$ cat src/rtl/sync_debounce_bank_pkg.sv
// Shared helpers for the debounce bank.
// clog2       : ceiling log2 that is usable in parameter expressions.
// cnt_width   : width of one channel's debounce counter for a given DEBOUNCE_CYCLES.
// chan_width  : width of the event channel index (at least 1 bit).
// CNT_W/CHAN_W: the same widths evaluated for the default configuration.
package sync_debounce_bank_pkg;

  localparam int DEF_CHANNELS        = 4;
  localparam int DEF_SYNC_STAGES     = 2;
  localparam int DEF_DEBOUNCE_CYCLES = 4;

  function automatic int clog2(input int value);
    int r;
    r = 0;
    while ((1 << r) < value) r++;
    return r;
  endfunction

  function automatic int cnt_width(input int debounce_cycles);
    return clog2(debounce_cycles + 1);
  endfunction

  function automatic int chan_width(input int channels);
    return (channels <= 1) ? 1 : clog2(channels);
  endfunction

  localparam int CNT_W  = cnt_width(DEF_DEBOUNCE_CYCLES);
  localparam int CHAN_W = chan_width(DEF_CHANNELS);

endpackage

$ cat src/rtl/sync_debounce_bank_if.sv
// Debounced-event handshake port.
// evt_valid : an event is presented (producer -> consumer)
// evt_ready : consumer accepts the presented event (consumer -> producer)
// evt_chan  : channel index of the presented event
// evt_rise  : 1 = rising event, 0 = falling event
interface sync_debounce_bank_if #(
  parameter int CHAN_W = 2
) ();
  logic              evt_valid;
  logic              evt_ready;
  logic [CHAN_W-1:0] evt_chan;
  logic              evt_rise;

  modport master (
    output evt_valid,
    output evt_chan,
    output evt_rise,
    input  evt_ready
  );

  modport slave (
    input  evt_valid,
    input  evt_chan,
    input  evt_rise,
    output evt_ready
  );
endinterface

$ cat src/rtl/sync_debounce_bank_ch.sv
// One channel: synchronizer chain, stability-count debouncer, debounced level
// register and registered rise/fall ticks.
// clk, rst  : clock, synchronous active-high reset
// async_in  : raw asynchronous input
// level_out : debounced level
// rise_tick : 1-cycle pulse, first cycle of a debounced 0->1
// fall_tick : 1-cycle pulse, first cycle of a debounced 1->0
module sync_debounce_ch
  import sync_debounce_bank_pkg::*;
#(
  parameter int SYNC_STAGES     = 2,
  parameter int DEBOUNCE_CYCLES = 4,
  parameter bit RESET_LEVEL     = 1'b0
) (
  input  logic clk,
  input  logic rst,
  input  logic async_in,
  output logic level_out,
  output logic rise_tick,
  output logic fall_tick
);

  localparam int              CH_CNT_W = cnt_width(DEBOUNCE_CYCLES);
  localparam logic [CH_CNT_W-1:0] CNT_LAST = CH_CNT_W'(DEBOUNCE_CYCLES - 1);

  logic [SYNC_STAGES-1:0] sync_q, sync_d;
  logic [CH_CNT_W-1:0]    cnt_q, cnt_d;
  logic                   level_q, level_d;
  logic                   rise_q, rise_d;
  logic                   fall_q, fall_d;
  logic                   s;

  always_comb begin
    sync_d  = {sync_q[SYNC_STAGES-2:0], async_in};
    s       = sync_q[SYNC_STAGES-1];
    cnt_d   = cnt_q;
    level_d = level_q;
    rise_d  = 1'b0;
    fall_d  = 1'b0;
    if (s == level_q) begin
      cnt_d = '0;
    end else if (cnt_q == CNT_LAST) begin
      // Level accepted; tick goes out in the same cycle the new level appears.
      level_d = s;
      cnt_d   = '0;
      rise_d  = s;
      fall_d  = ~s;
    end else begin
      cnt_d = cnt_q + 1'b1;
    end
  end

  always_ff @(posedge clk) begin
    if (rst) begin
      sync_q  <= {SYNC_STAGES{RESET_LEVEL}};
      cnt_q   <= '0;
      level_q <= RESET_LEVEL;
      rise_q  <= 1'b0;
      fall_q  <= 1'b0;
    end else begin
      sync_q  <= sync_d;
      cnt_q   <= cnt_d;
      level_q <= level_d;
      rise_q  <= rise_d;
      fall_q  <= fall_d;
    end
  end

  assign level_out = level_q;
  assign rise_tick = rise_q;
  assign fall_tick = fall_q;

endmodule

$ cat src/rtl/sync_debounce_bank.sv
// Multi-channel synchronizer / debouncer with edge ticks and an event queue
// that presents pending debounced edges one at a time.
// clk, rst    : clock, synchronous active-high reset
// async_in    : raw asynchronous inputs, one per channel
// level_out   : debounced levels
// rise_tick   : 1-cycle pulses on debounced 0->1
// fall_tick   : 1-cycle pulses on debounced 1->0
// overrun     : sticky, an edge hit an already-pending same-type event
// clr_overrun : per-bit clear of overrun
// evt         : valid/ready event port (channel index + rise/fall)
module sync_debounce_bank
  import sync_debounce_bank_pkg::*;
#(
  parameter int CHANNELS        = 4,
  parameter int SYNC_STAGES     = 2,
  parameter int DEBOUNCE_CYCLES = 4,
  parameter bit RESET_LEVEL     = 1'b0
) (
  input  logic                clk,
  input  logic                rst,
  input  logic [CHANNELS-1:0] async_in,
  output logic [CHANNELS-1:0] level_out,
  output logic [CHANNELS-1:0] rise_tick,
  output logic [CHANNELS-1:0] fall_tick,
  output logic [CHANNELS-1:0] overrun,
  input  logic [CHANNELS-1:0] clr_overrun,
  sync_debounce_bank_if.master evt
);

  localparam int TOP_CHAN_W = chan_width(CHANNELS);

  for (genvar g = 0; g < CHANNELS; g++) begin : g_ch
    sync_debounce_ch #(
      .SYNC_STAGES    (SYNC_STAGES),
      .DEBOUNCE_CYCLES(DEBOUNCE_CYCLES),
      .RESET_LEVEL    (RESET_LEVEL)
    ) u_ch (
      .clk      (clk),
      .rst      (rst),
      .async_in (async_in[g]),
      .level_out(level_out[g]),
      .rise_tick(rise_tick[g]),
      .fall_tick(fall_tick[g])
    );
  end

  logic [CHANNELS-1:0]   pend_r_q, pend_r_d;
  logic [CHANNELS-1:0]   pend_f_q, pend_f_d;
  logic [CHANNELS-1:0]   ovr_q, ovr_d;
  logic [CHANNELS-1:0]   clr_r, clr_f;
  logic                  valid_q, valid_d;
  logic                  rise_q, rise_d;
  logic [TOP_CHAN_W-1:0] chan_q, chan_d;
  logic                  accept;

  always_comb begin
    accept = valid_q && evt.evt_ready;

    clr_r = '0;
    clr_f = '0;
    for (int i = 0; i < CHANNELS; i++) begin
      if (accept && (chan_q == TOP_CHAN_W'(i))) begin
        clr_r[i] = rise_q;
        clr_f[i] = ~rise_q;
      end
    end

    // A new tick overrides a simultaneous clear of the same bit.
    pend_r_d = (pend_r_q & ~clr_r) | rise_tick;
    pend_f_d = (pend_f_q & ~clr_f) | fall_tick;

    // A pending bit that is being consumed this cycle does not count as
    // occupied; the new tick simply re-arms it.
    ovr_d = (ovr_q & ~clr_overrun)
          | (rise_tick & pend_r_q & ~clr_r)
          | (fall_tick & pend_f_q & ~clr_f);

    valid_d = valid_q;
    chan_d  = chan_q;
    rise_d  = rise_q;
    if (accept) begin
      valid_d = 1'b0;
    end else if (!valid_q && (|(pend_r_q | pend_f_q))) begin
      valid_d = 1'b1;
      // Scan high to low so the lowest pending channel wins; rise before fall.
      for (int i = CHANNELS - 1; i >= 0; i--) begin
        if (pend_r_q[i] || pend_f_q[i]) begin
          chan_d = TOP_CHAN_W'(i);
          rise_d = pend_r_q[i];
        end
      end
    end
  end

  always_ff @(posedge clk) begin
    if (rst) begin
      pend_r_q <= '0;
      pend_f_q <= '0;
      ovr_q    <= '0;
      valid_q  <= 1'b0;
      chan_q   <= '0;
      rise_q   <= 1'b0;
    end else begin
      pend_r_q <= pend_r_d;
      pend_f_q <= pend_f_d;
      ovr_q    <= ovr_d;
      valid_q  <= valid_d;
      chan_q   <= chan_d;
      rise_q   <= rise_d;
    end
  end

  assign overrun       = ovr_q;
  assign evt.evt_valid = valid_q;
  assign evt.evt_chan  = chan_q;
  assign evt.evt_rise  = rise_q;

endmodule

$ cat src/flat_wrapper.sv
// flat-port wrapper written by rule: the top's interface ports become plain ports
module sync_debounce_bank_flat import sync_debounce_bank_pkg::*;
#(
  parameter int CHANNELS        = 4,
  parameter int SYNC_STAGES     = 2,
  parameter int DEBOUNCE_CYCLES = 4,
  parameter bit RESET_LEVEL     = 1'b0
)
  (clk, rst, async_in, level_out, rise_tick, fall_tick, overrun, clr_overrun, evt_evt_valid, evt_evt_chan, evt_evt_rise, evt_evt_ready);
  sync_debounce_bank_if #(.CHAN_W(2)) evt_i ();
  input  logic clk;
  input  logic rst;
  input  logic [CHANNELS-1:0] async_in;
  output logic [CHANNELS-1:0] level_out;
  output logic [CHANNELS-1:0] rise_tick;
  output logic [CHANNELS-1:0] fall_tick;
  output logic [CHANNELS-1:0] overrun;
  input  logic [CHANNELS-1:0] clr_overrun;
  output wire logic [$bits(evt_i.evt_valid)-1:0] evt_evt_valid;
  output wire logic [$bits(evt_i.evt_chan)-1:0] evt_evt_chan;
  output wire logic [$bits(evt_i.evt_rise)-1:0] evt_evt_rise;
  input wire logic [$bits(evt_i.evt_ready)-1:0] evt_evt_ready;
  assign evt_evt_valid = evt_i.evt_valid;
  assign evt_evt_chan = evt_i.evt_chan;
  assign evt_evt_rise = evt_i.evt_rise;
  assign evt_i.evt_ready = evt_evt_ready;
  sync_debounce_bank #(.CHANNELS(CHANNELS), .SYNC_STAGES(SYNC_STAGES), .DEBOUNCE_CYCLES(DEBOUNCE_CYCLES), .RESET_LEVEL(RESET_LEVEL)) u_core (.clk(clk), .rst(rst), .async_in(async_in), .level_out(level_out), .rise_tick(rise_tick), .fall_tick(fall_tick), .overrun(overrun), .clr_overrun(clr_overrun), .evt(evt_i));
endmodule
$ cat config.mk
export PLATFORM = sky130hd
export DESIGN_NAME = sync_debounce_bank_flat
export DESIGN_NICKNAME = d
export VERILOG_FILES = /design/src/rtl/sync_debounce_bank_pkg.sv /design/src/rtl/sync_debounce_bank_if.sv /design/src/rtl/sync_debounce_bank_ch.sv /design/src/rtl/sync_debounce_bank.sv /design/src/flat_wrapper.sv
export SDC_FILE = /design/constraint.sdc
export NUM_CORES = 1
export LEC_CHECK = 0
export BUFFER_PORTS_ARGS = -buffer_cell sky130_fd_sc_hd__buf_2
export CORE_MARGIN = 3
export CORE_UTILIZATION = 45
export DETAILED_ROUTE_END_ITERATION = 8
export PLACE_DENSITY = 0.66
export SLEW_MARGIN = 30
export SYNTH_ARGS = -nofsm -noshare
export SYNTH_HDL_FRONTEND = slang
export SYNTH_SLANG_ARGS = --single-unit
$ cat constraint.sdc
create_clock -name clk -period 2.7 [get_ports clk]
set_input_delay 0.135 -clock clk [delete_from_list [all_inputs] [get_ports clk]]
set_output_delay 0.135 -clock clk [all_outputs]
set_load 0.02 [all_outputs]
==> summary.txt <==
Run status
  • Outcome: finished, final reports clean

Synth
  • Share of the synthesized area in the top cell type: 51.51%
  • Synth cell types: 29
  • Post-Syn Area per Cell: 9.767 um^2
  • Yosys top cell by area: dfxtp_1
  • Top_reg_cell synth: dfxtp_1
  • Synth area leaders: dfxtp_1 (52%), nor2_1 (5.6%), ha_1 (5.4%)
  • Fraction of registers with async set or reset after synthesis: 0%
  • Number of enable flip-flop cells after synthesis: 0
  • Warnings from Yosys: 0
  • Seq cells post-synth: 48
  • Register area share after synthesis: 51.51%
  • Mapped Nets: 210
  • Synth Cell Area: 1866 um^2
  • Most frequent cells after synthesis: dfxtp_1 (48), nor2_1 (28), inv_1 (17)
  • Synth Instances: 191
  • Most common cell in the netlist: dfxtp_1

Clocking
  • Postcts setup bufs: 0
  • Hold_buf cts: 0
  • Cts repair resizes: 0
  • CTS max path bufs: 2
  • CTS tree: yes
  • CTS Buf Count: 5
  • Clk slew on worst S/H paths: 0.08 ns
  • Skew-Pair Late Insertion Delay: 0.30 ns
  • CTS root buffer: clkbuf_8
  • Max H-tree Level: 2
  • TritonCTS Sinks: 48

Placement
  • Post-DP HPWL: 2397 um
  • I/O Buffers: 30
  • RePlAce Congestion: 0.7363

Worst setup path
  • R2r endpoint: u_core.g_ch[0].u_ch.cnt_q[0]
  • RR Startpoint: u_core.g_ch[0].u_ch.cnt_q[0]
  • Crit path arrival time: 1.63 ns
  • Max Fanout on Critical Path: 4
  • Crit Path Category: flop to flop
  • Startpoint Class: flop
  • Worst reg2reg path depth: 4
  • R2r setup slk: 1.30 ns
  • CP Capture Point: u_core.g_ch[0].u_ch.cnt_q[0]
  • Critical Path Start: u_core.g_ch[0].u_ch.cnt_q[0]
  • WP data required: 2.93 ns
  • Crit end category: flop

Detailed routing
  • DR WL met3: 168 um
  • Uppermost routed layer: met4
  • Wirelength per Cell: 12.81 um
  • Met2 wire len: 1694 um
  • Final ANT Viol Nets: 0
  • Routed WL: 3343 um
  • DR vias/cell: 5.015
  • Vias: 1309
  • Initial drt markers: 50
  • WL met1: 1399 um
  • DRC Markers: 0
  • Drt first pass iters: 4

Pwr
  • PD cells: 616.0 nW/um^2
  • Total power: 1287 uW
  • Leakage power total: 0.0008365 uW
  • Clock share of power: 41.9%
  • P_sw: 257.5 uW
  • Switching share of power: 20.01%
  • Maximum VDD drop: 424.3 uV
  • Combinational group share of total power: 2.2%
  • Reg power frac: 55.9%
  • Pint: 1030 uW

Floorplanning
  • Die width: 70.39 um
  • Die Footprint: 4954 um^2
  • Row count: 22
  • Die Y: 70.39 um
  • Core area: 3826 um^2
  • Initial Util: 48.76%
  • I/O pin count: 31

STA
  • Worst Max-Slew Pin Slew: 0.7105 ns
  • Final worst path period share: 51.72%
  • Final-report setup violation count: 0
  • Endpoints failing hold: 0
  • Max-slew violations: 0
  • RSZ-0062 raised after global routing: false
  • Final clock skew: 0.005284 ns
  • Relative slew margins: 52.63%
  • Setup TNS: 0 ns
  • Max Freq: 716.1 MHz
  • Final critical-path required period: 1.397 ns

Global route
  • Grt ovf: 0
  • First-pass GRT wire length: 5809 um
  • Total GRT Usage: 14.82%
  • Vias in the first global route: 1348
  • Initial antenna violation count: 0
  • Largest net degree at the start of global routing: 41

Final layout
  • Share of post-route cells with drive strength above 1: 20.66%
  • Multi-input logic area: 733.2 um^2
  • P&R area growth vs syn: 12.01%
  • Fillcell total: 350
  • Register area: 960.9 um^2
  • # diodes: 0
  • Layout net count: 231

Hold path
  • Worst min-delay path startpoint: async_in[1]
  • Worst Hold Class: input port to flop

Job
  • Max-cap violations: 0
[kinds of logic (layout without fill, tap and decap cells)]
| logic type | Yosys count | after routing | synth area share (%) |
|---|---|---|---|
| AO/OA/AOI/OAI | 26 | 26 | 8.786 |
| adder cells (fa/ha/maj) | 8 | 8 | 5.366 |
| flip-flops | 48 | 48 | 51.51 |
| XOR/XNOR | 4 | 4 | 1.878 |
| AND/OR/NAND/NOR | 68 | 68 | 21.13 |
| multiplexers | 4 | 4 | 2.146 |
| buffers and inverters | 33 | 55 | 9.189 |
[per-layer routing]
layer | global-route usage [%] | up-vias
li1 | - | 667
met1 | 15.12 | 608
met2 | 26.20 | 25
met3 | 6.187 | 9
met4 | 6.383 | 0
met5 | 0 | -
[how the worst min path moves through the flow]
stage,end,slack (ns),depth (start not counted)
3_5_place_dp,u_core.g_ch[1].u_ch.sync_q[0],0.35,2
2_1_floorplan,u_core.evt.evt_valid,0.24,1
5_1_grt,u_core.g_ch[1].u_ch.sync_q[0],0.01,2
3_3_place_gp,u_core.g_ch[1].u_ch.sync_q[0],0.34,2
6_report,u_core.g_ch[1].u_ch.sync_q[0],0.03,2
4_1_cts,u_core.g_ch[1].u_ch.sync_q[0],0.03,2
[power groups by stage]
stage / registers, uW / clock network [uW] / logic [uW]
after detailed placement: 736 / 0 / 28.3
after CTS: 719 / 552 / 28.7
after floorplan: 734 / 0 / 18.4
after global placement: 735 / 0 / 27.0
final: 719 / 540 / 28.3
after global routing: 721 / 589 / 31.9
[cell type report]
class                           count  share of cell area (%)
Sequential cell                    48                   45.99
Multi-Input combinational cell    110                   35.09
Timing Repair Buffer               30                   7.186
Clock buffer                        6                   3.952
Inverter                           17                   3.054
Tap cell                           48                   2.874
Clock inverter                      2                   1.856
[flip-flops by register name, indices dropped and copies added (netlist names), 2 cells and up]
| signal | flops |
|---|---|
| u_core.g_ch.u_ch.cnt_q | 12 |
| u_core.g_ch.u_ch.sync_q | 8 |
| u_core.g_ch.u_ch.fall_tick | 4 |
| u_core.g_ch.u_ch.level_out | 4 |
| u_core.g_ch.u_ch.rise_tick | 4 |
| u_core.overrun | 4 |
| u_core.pend_f_q | 4 |
| u_core.pend_r_q | 4 |
| u_core.evt.evt_chan | 2 |
[layout by cell type, fill, tap and decap left out, types with 2 or more instances in the layout]
cell type and instances:
a21oi_1 14, a21oi_2 2, a32oi_1 4, buf_2 30, clkbuf_8 6, dfxtp_1 48
ha_1 8, inv_1 17, mux2i_1 4, nand2_1 3, nand2b_1 4, nand3_1 3
nand3b_1 2, nor2_1 28, nor2b_1 8, nor4_2 2, nor4bb_1 8, o21ai_0 3
or2_0 2, or3_1 4, xnor2_1 4
[metrics by stage]
step	area [um^2]	instances	setup slack (ns)	util (%)	hold slack (ns)
3_3_place_gp	1968	253	1.427	51.44	0.3419
5_1_grt	2090	261	1.228	54.61	0.01312
4_1_cts	2090	261	1.310	54.61	0.03002
3_5_place_dp	1968	253	1.334	51.44	0.3496
6_report	2090	261	1.303	54.61	0.03487
2_1_floorplan	1866	191	1.445	-	0.2351
[worst max-delay path, cell delays in order (launching register included)]
cell and delay, ns:
dfxtp_1 0.33, ha_1 0.20, ha_1 0.22, or3_1 0.42, nor2_1 0.15
Note: power is estimated with default switching activity, not from simulation.
